[config.mk]
export PLATFORM = sky130hd
export DESIGN_NAME = regfile_dump_flat
export DESIGN_NICKNAME = d
export VERILOG_FILES = /design/src/rtl/regfile_dump_pkg.sv /design/src/rtl/regfile_dump_if.sv /design/src/rtl/regfile_dump.sv /design/src/flat_wrapper.sv
export SDC_FILE = /design/constraint.sdc
export NUM_CORES = 1
export LEC_CHECK = 0
export CAP_MARGIN = 20
export CORE_AREA = 2 2 62 93
export DETAILED_ROUTE_END_ITERATION = 10
export DIE_AREA = 0 0 64 95
export PLACE_DENSITY = 0.75
export SYNTH_ARGS = -nofsm -noshare
export SYNTH_HDL_FRONTEND = slang
export SYNTH_SLANG_ARGS = --single-unit
export TNS_END_PERCENT = 5
[constraint.sdc]
create_clock -name clk -period 3.8 [get_ports clk]
set_input_delay 0.38 -clock clk [delete_from_list [all_inputs] [get_ports clk]]
set_output_delay 0.38 -clock clk [all_outputs]
set_load 0.03 [all_outputs]
[src/rtl/regfile_dump_pkg.sv]
// Shared definitions for the register-file dump engine:
// geometry defaults and FSM state encoding.
package regfile_dump_pkg;

  localparam int RF_NUM_REGS = 32;
  localparam int RF_ADDR_W   = 5;
  localparam int RF_DATA_W   = 32;

  typedef enum logic [1:0] {
    IDLE = 2'd0,
    READ = 2'd1,
    SEND = 2'd2,
    DONE = 2'd3
  } state_t;

endpackage

[src/rtl/regfile_dump_if.sv]
// Valid/ready word stream out of the dump engine.
// master drives valid/addr/data/last, slave drives ready.
interface regfile_dump_if
  import regfile_dump_pkg::*;
#(
  parameter int ADDR_W = RF_ADDR_W,
  parameter int DATA_W = RF_DATA_W
) ();

  logic              valid;
  logic              ready;
  logic [ADDR_W-1:0] addr;
  logic [DATA_W-1:0] data;
  logic              last;

  modport master (
    output valid,
    output addr,
    output data,
    output last,
    input  ready
  );

  modport slave (
    input  valid,
    input  addr,
    input  data,
    input  last,
    output ready
  );

endinterface

[src/rtl/regfile_dump.sv]
// Sweeps a register file and streams {addr,data} words out.
// Ports: clk, rst_n, start, skip_zero, abort, rf_raddr/rf_rdata, dump stream, busy, done.
module regfile_dump
  import regfile_dump_pkg::*;
#(
  parameter int NUM_REGS = RF_NUM_REGS,
  parameter int ADDR_W   = RF_ADDR_W,
  parameter int DATA_W   = RF_DATA_W
) (
  input  logic               clk,
  input  logic               rst_n,
  input  logic               start,
  input  logic               skip_zero,
  input  logic               abort,
  output logic [ADDR_W-1:0]  rf_raddr,
  input  logic [DATA_W-1:0]  rf_rdata,
  regfile_dump_if.master     dump,
  output logic               busy,
  output logic               done
);

  localparam logic [ADDR_W-1:0] LAST = ADDR_W'(NUM_REGS - 1);

  state_t            state;
  logic [ADDR_W-1:0] idx;
  logic [ADDR_W-1:0] addr_q;
  logic [DATA_W-1:0] data_q;
  logic              valid_q;
  logic              last_q;
  logic              busy_q;
  logic              done_q;

  // idx is a register, so the read port never glitches
  assign rf_raddr   = idx;
  assign dump.valid = valid_q;
  assign dump.addr  = addr_q;
  assign dump.data  = data_q;
  assign dump.last  = last_q;
  assign busy       = busy_q;
  assign done       = done_q;

  always_ff @(posedge clk or negedge rst_n) begin
    if (!rst_n) begin
      state   <= IDLE;
      idx     <= '0;
      addr_q  <= '0;
      data_q  <= '0;
      valid_q <= 1'b0;
      last_q  <= 1'b0;
      busy_q  <= 1'b0;
      done_q  <= 1'b0;
    end else begin
      done_q <= 1'b0;
      if (state != IDLE && abort) begin
        // abort wins over a same-cycle acceptance
        state   <= IDLE;
        valid_q <= 1'b0;
        last_q  <= 1'b0;
        busy_q  <= 1'b0;
      end else begin
        unique case (state)
          IDLE: begin
            if (start && !abort) begin
              idx    <= skip_zero ? ADDR_W'(1) : '0;
              state  <= READ;
              busy_q <= 1'b1;
            end
          end
          READ: begin
            data_q  <= rf_rdata;
            addr_q  <= idx;
            last_q  <= (idx == LAST);
            valid_q <= 1'b1;
            state   <= SEND;
          end
          SEND: begin
            if (dump.ready) begin
              valid_q <= 1'b0;
              last_q  <= 1'b0;
              if (idx == LAST) begin
                state  <= DONE;
                done_q <= 1'b1;
              end else begin
                idx   <= idx + 1'b1;
                state <= READ;
              end
            end
          end
          DONE: begin
            state  <= IDLE;
            busy_q <= 1'b0;
          end
          default: state <= IDLE;
        endcase
      end
    end
  end

endmodule

[src/flat_wrapper.sv]
// flat-port wrapper written by rule: the top's interface ports become plain ports
module regfile_dump_flat import regfile_dump_pkg::*;
#(
  parameter int NUM_REGS = RF_NUM_REGS,
  parameter int ADDR_W   = RF_ADDR_W,
  parameter int DATA_W   = RF_DATA_W
)
  (clk, rst_n, start, skip_zero, abort, rf_raddr, rf_rdata, busy, done, dump_valid, dump_addr, dump_data, dump_last, dump_ready);
  regfile_dump_if #(.ADDR_W(ADDR_W), .DATA_W(DATA_W)) dump_i ();
  input  logic clk;
  input  logic rst_n;
  input  logic start;
  input  logic skip_zero;
  input  logic abort;
  output logic [ADDR_W-1:0] rf_raddr;
  input  logic [DATA_W-1:0] rf_rdata;
  output logic busy;
  output logic done;
  output wire logic [$bits(dump_i.valid)-1:0] dump_valid;
  output wire logic [$bits(dump_i.addr)-1:0] dump_addr;
  output wire logic [$bits(dump_i.data)-1:0] dump_data;
  output wire logic [$bits(dump_i.last)-1:0] dump_last;
  input wire logic [$bits(dump_i.ready)-1:0] dump_ready;
  assign dump_valid = dump_i.valid;
  assign dump_addr = dump_i.addr;
  assign dump_data = dump_i.data;
  assign dump_last = dump_i.last;
  assign dump_i.ready = dump_ready;
  regfile_dump #(.NUM_REGS(NUM_REGS), .ADDR_W(ADDR_W), .DATA_W(DATA_W)) u_core (.clk(clk), .rst_n(rst_n), .start(start), .skip_zero(skip_zero), .abort(abort), .rf_raddr(rf_raddr), .rf_rdata(rf_rdata), .dump(dump_i), .busy(busy), .done(done));
endmodule
; Yosys cells after proc, flatten, opt, wreduce, memory -nomap -nowiden
; Index checks and enable logic that the tools add are counted.
[totals]
register_bits = 48
in_bits = 38
out_inout_bits = 46
elab_cells = 54
[classes]
add_sub_neg = 1
n_eq_ne = 9
muxes = 22
n_bitwise = 1
n_reduce_logical = 13
[ops]
columns = cell, count
row1 = $mux W5, 3
row2 = $mux W1, 10
row3 = $pmux W5 S2, 1
row4 = $mux W2, 4
row5 = $pmux W2 S4, 1
row6 = $reduce_and A2 Y1, 4
row7 = $pmux W1 S2, 3
row8 = $reduce_bool A3 Y1, 2
row9 = $add A5 B1 Y5 const B, 1
row10 = $eq A5 B5 Y1 const B, 1
row11 = $reduce_and A5 Y1, 1
row12 = $eq A2 B2 Y1 const B, 2
row13 = $ne A2 B2 Y1 const B, 2
row14 = $reduce_bool A2 Y1, 2
row15 = $ne A3 B1 Y1 const B, 1
row16 = $ne A3 B2 Y1 const B, 1
row17 = $eq A2 B1 Y1 const B, 1
row18 = $logic_and A1 B1 Y1, 2
row19 = $logic_not A2 Y1, 1
row20 = $ne A2 B1 Y1 const B, 1
row21 = $logic_not A1 Y1, 1
row22 = $not A1 Y1, 1

; Longest topological paths before layout
[logic_depth]
depth_word = 5
ltp_mapped = 7
mapped_depth_nobuf = 7

; Worst setup path before layout
; Ideal clock, no wire load.
[synth_timing]
path_kind = reg2reg
from = reg u_core.idx[0] (netlist: u_core.rf_raddr[0])
to = reg u_core.idx[3] (netlist: u_core.rf_raddr[3])
setup_ns = 0.080
arrival_time_ns = 1.836
required_time_ns = 3.720
setup_slack_ns = 1.884
stages_incl_launch_ff = 7
n_path_buf = 0
period_less_slack_ns = 1.916
cell_sequence = dfrtp_1 -> ha_1 -> and3_1 -> ha_1 -> nand2b_1 -> or4_1 -> mux2i_1
[synth_between]
elab_chain_cells = 4
elab_cells_between_ends = 7
cone_classes = add/sub: 1 / eq/ne: 2 / mux: 3 / reduce/logical: 1
[synth_lines]
columns = item, line_no
row1 = "start, declared", regfile_dump.sv:25  ; logic [ADDR_W-1:0] idx;
row2 = "start signal, assigned", regfile_dump.sv:64  ; idx <= skip_zero ? ADDR_W'(1) : '0;
row3 = "start signal, assigned", regfile_dump.sv:84  ; idx <= idx + 1'b1;
row4 = $add A5 B1 Y5, regfile_dump.sv:84
row5 = $mux W5, regfile_dump.sv:80  ; if (idx == LAST) begin
row6 = $mux W5, regfile_dump.sv:77  ; if (dump.ready) begin
row7 = $pmux W5 S2, regfile_dump.sv:61  ; unique case (state)
; Parallel ways exist; a longest one is shown, timed or not. The select of a mux whose other input is x is not followed.
; A chain may end at the register's enable or synchronous reset.

; Final worst setup path
; Ends and elaborated chain as after synthesis.

==> key figures <==
Status
  – Status: completed

Place
  – Pre-CTS WS: 1.59 ns
  – Routability cong.: 0.776
  – PortBufs: 83
  – Detailed Place HPWL: 3.08 mm

Floorplanning
  – Area of the die: 6080 um^2
  – Die W: 64 um
  – Starting Density: 0.400
  – Placement Rows: 33
  – Number of top-level pins: 84
  – Die Ht: 95 um
  – Core area: 5330 um^2

Critical path
  – Worst path most repeated cell: ha_1
  – Worst-path fanout max: 6
  – Slowest stage cell, crit path: or4_1
  – Crit path launch type: flip-flop
  – Crit-path max cell delay: 0.47 ns
  – Worst EP arrival: 2.13 ns
  – Crit path kind: flip-flop to flip-flop
  – CP endpoint kind: flip-flop
  – Critical path buffers and inverters: 0
  – CP cell instances: ha_1, and3_1, ha_1, nand2b_1, or4_1, mux2i_1
  – CP top delay family: simple AND/OR/NAND/NOR gates
  – Critical Path RT: 4.01 ns

Yosys
  – Synth unique cells: 31
  – Post-synth top area cell: dfrtp_1
  – Mapped Cells: 139
  – Top_reg_cell synth: dfrtp_1
  – Synthesized area per cell: 15.3 um^2
  – Synth area leaders: dfrtp_1 (56%), mux2_4 (21%), mux2_2 (3.7%), buf_12 (2.8%), o21ai_0 (1.4%)
  – Yosys reg bits: 48
  – Share of the synthesized area in the top cell type: 0.564
  – Ys async rst share: 1.00
  – Seq/Total Area, Yosys: 0.564
  – Post-synth EDFFs: 0
  – YS warnings: 0
  – Mapped cell area: 2130 um^2
  – Net Count, Synth: 179

GRT
  – Grt ovf: 0
  – First-pass GRT wire length: 7.02 mm
  – GR Layer Usage met3: 0.0513
  – Vias in the first global route: 1417
  – M2 GR Usage: 0.240
  – Total GRT Usage: 0.150
  – Global routing's busiest layer: met2
  – Initial antenna violation count: 0
  – Met1 Usage GRT: 0.190
  – Largest net degree at the start of global routing: 49

Timing
  – Endpoints failing setup: 0
  – Worst Slack Setup Final: 1.88 ns
  – Worst-margin pin slew: 0.644 ns
  – Final Critical Period: 1.92 ns
  – Max Fclk: 0.521 GHz
  – Slew HR: 0.570
  – Worst Clk Skew: 0.00607 ns
  – Final Hold Vio Count: 0
  – Tcrit/Tclk final: 0.505
  – Slew Viols, Final: 0
  – Sum of negative setup slack: 0 ns
  – RSZ-0062 raised after global routing: no

Detailed routing
  – Iter 0 DRT Violations: 62
  – First drt pass iteration count: 4
  – Via density per instance: 4.78
  – Final WL: 4.36 mm
  – Routed len/inst: 14.8 um
  – DRC Markers: 0
  – Antenna Nets Post-Route: 0
  – Vias: 1410

Finish
  – Synth-to-layout area growth: 46.1%
  – Antenna diode instance count: 0
  – Layout cells sized above 1: 0.222
  – Fillcell total: 422
  – Fin nets: 265

Min path
  – Hold WC Path Type: input port to asynchronous set/reset pin

Pwr
  – Overall power: 1.83 mW
  – Switching Fraction: 0.318
  – Pwr dens: 589 nW/um^2
  – Clock network fraction of total power: 0.229
  – Peak supply drop: 0.248 mV
  – Net Sw Power: 0.582 mW
  – Static Leakage: 1.34 nW
  – P_int: 1.25 mW
  – Gate power share: 0.391
  – Share of power burned in registers: 0.381

CTS
  – Clock Path Buffers: 2
  – Worst-Skew Late Latency: 0.29 ns
  – Cts bufs inserted: 5
  – Root buffer cell: clkbuf_8
  – CTS resizes: 0
  – H-tree Lvls: 2
  – Clock Sinks: 48
  – Register clock-pin slew on the reported worst setup and hold paths: 0.09 ns
  – CTS tree: built

Run
  – MaxCap Viol Count: 0
[kinds of logic (layout without fill, tap and decap cells)]
group	count (synthesis)	after routing	share of synthesized area
buffers and inverters	7	93	0.0441
AO/OA/AOI/OAI	16	16	0.0476
AND/OR/NAND/NOR	27	27	0.0741
flip-flops	48	48	0.564
multiplexers	39	39	0.258
adder cells (fa/ha/maj)	2	2	0.0118
[final timing paths]
kind	start	end	slack, ns	depth (start not counted)
max in group asynchronous	rst_n	u_core.dump.addr[0]	2.86	3
worst min register to register	u_core.dump.data[15]	u_core.dump.data[15]	0.51	1
worst max register to register	u_core.rf_raddr[0]	u_core.rf_raddr[3]	1.88	6
min in group clk	u_core.dump.data[15]	u_core.dump.data[15]	0.51	1
worst min-delay path	rst_n	u_core.dump.data[3]	0.47	2
worst max-delay path	u_core.rf_raddr[0]	u_core.rf_raddr[3]	1.88	6
[cell usage after synthesis (2+ instances only)]
| cell type | instances |
|---|---|
| nor2b_1 | 2 |
| buf_12 | 3 |
| nor2_1 | 4 |
| dfrtp_1 | 48 |
| mux2i_1 | 2 |
| a21oi_1 | 4 |
| mux2_2 | 7 |
| nand3_1 | 2 |
| nand2b_1 | 2 |
| nand2_1 | 8 |
| mux2_4 | 30 |
| o21ai_0 | 6 |
| buf_6 | 2 |
| ha_1 | 2 |
[final cells by class]
class / count / area, um^2 / share of cell area
repair buffers: 85 / 856 / 0.275
clock buffers: 5 / 68.8 / 0.0221
flip-flops and latches: 48 / 1200 / 0.386
clock inverters: 2 / 60.1 / 0.0193
well taps: 70 / 87.6 / 0.0282
multi-input cells: 84 / 833 / 0.268
inverters: 1 / 3.75 / 0.00121
[layer usage]
metal  vias up  routed length [um]
met4         0                  21
met2        61                2120
li1        656                   -
met5         -                   0
met1       691                1900
met3         2                 317
[state kept, by name (all words and copies together) (netlist names)]
register / count
u_core.busy: 1
u_core.state: 2
u_core.dump.valid: 1
u_core.dump.last: 1
u_core.dump.data: 32
u_core.dump.addr: 5
u_core.rf_raddr: 5
u_core.done: 1
[power by group through the flow]
| stage | combinational [mW] | sequential (mW) | clock [mW] |
|---|---|---|---|
| floorplan | 0.188 | 0.929 | 0 |
| global placement | 0.711 | 0.702 | 0 |
| detailed placement | 0.716 | 0.706 | 0 |
| CTS | 0.720 | 0.697 | 0.435 |
| global route | 0.751 | 0.712 | 0.464 |
| finish | 0.715 | 0.697 | 0.419 |
[metrics by stage]
step	utilization	hold slack (ns)	instance area (um^2)	instances
2_1_floorplan	-	0.0844	2130	139
3_3_place_gp	0.554	0.491	2950	286
3_5_place_dp	0.554	0.491	2950	286
4_1_cts	0.578	0.308	3080	293
5_1_grt	0.584	0.441	3110	295
6_report	0.584	0.469	3110	295
[layout by cell type, fill, tap and decap left out, drive strengths merged]
cell	netlist	final
clkdlybuf4s50	0	82
dfrtp	48	48
mux2	37	37
nand2	8	8
o21ai	7	7
clkbuf	0	5
a21oi	4	4
nor2	4	4
nor2b	3	3
nand2b	3	3
nand3	2	2
mux2i	2	2
ha	2	2
bufinv	0	2
and2	2	2
buf	6	2
and3	1	1
nor3	1	1
inv	1	1
or4	1	1
and3b	1	1
o221ai	1	1
nand3b	1	1
o2bb2ai	1	1
a32oi	1	1
a2bb2oi	1	1
o21a	1	1
dlygate4sd3	0	1
[what timing repair did]
| action | in CTS | in global routing |
|---|---|---|
| buffers inserted | 0 | 0 |
| hold buffers | 0 | 1 |
| hold endpoints to repair | 0 | 6 |
Note: power is estimated with default switching activity, not from simulation.
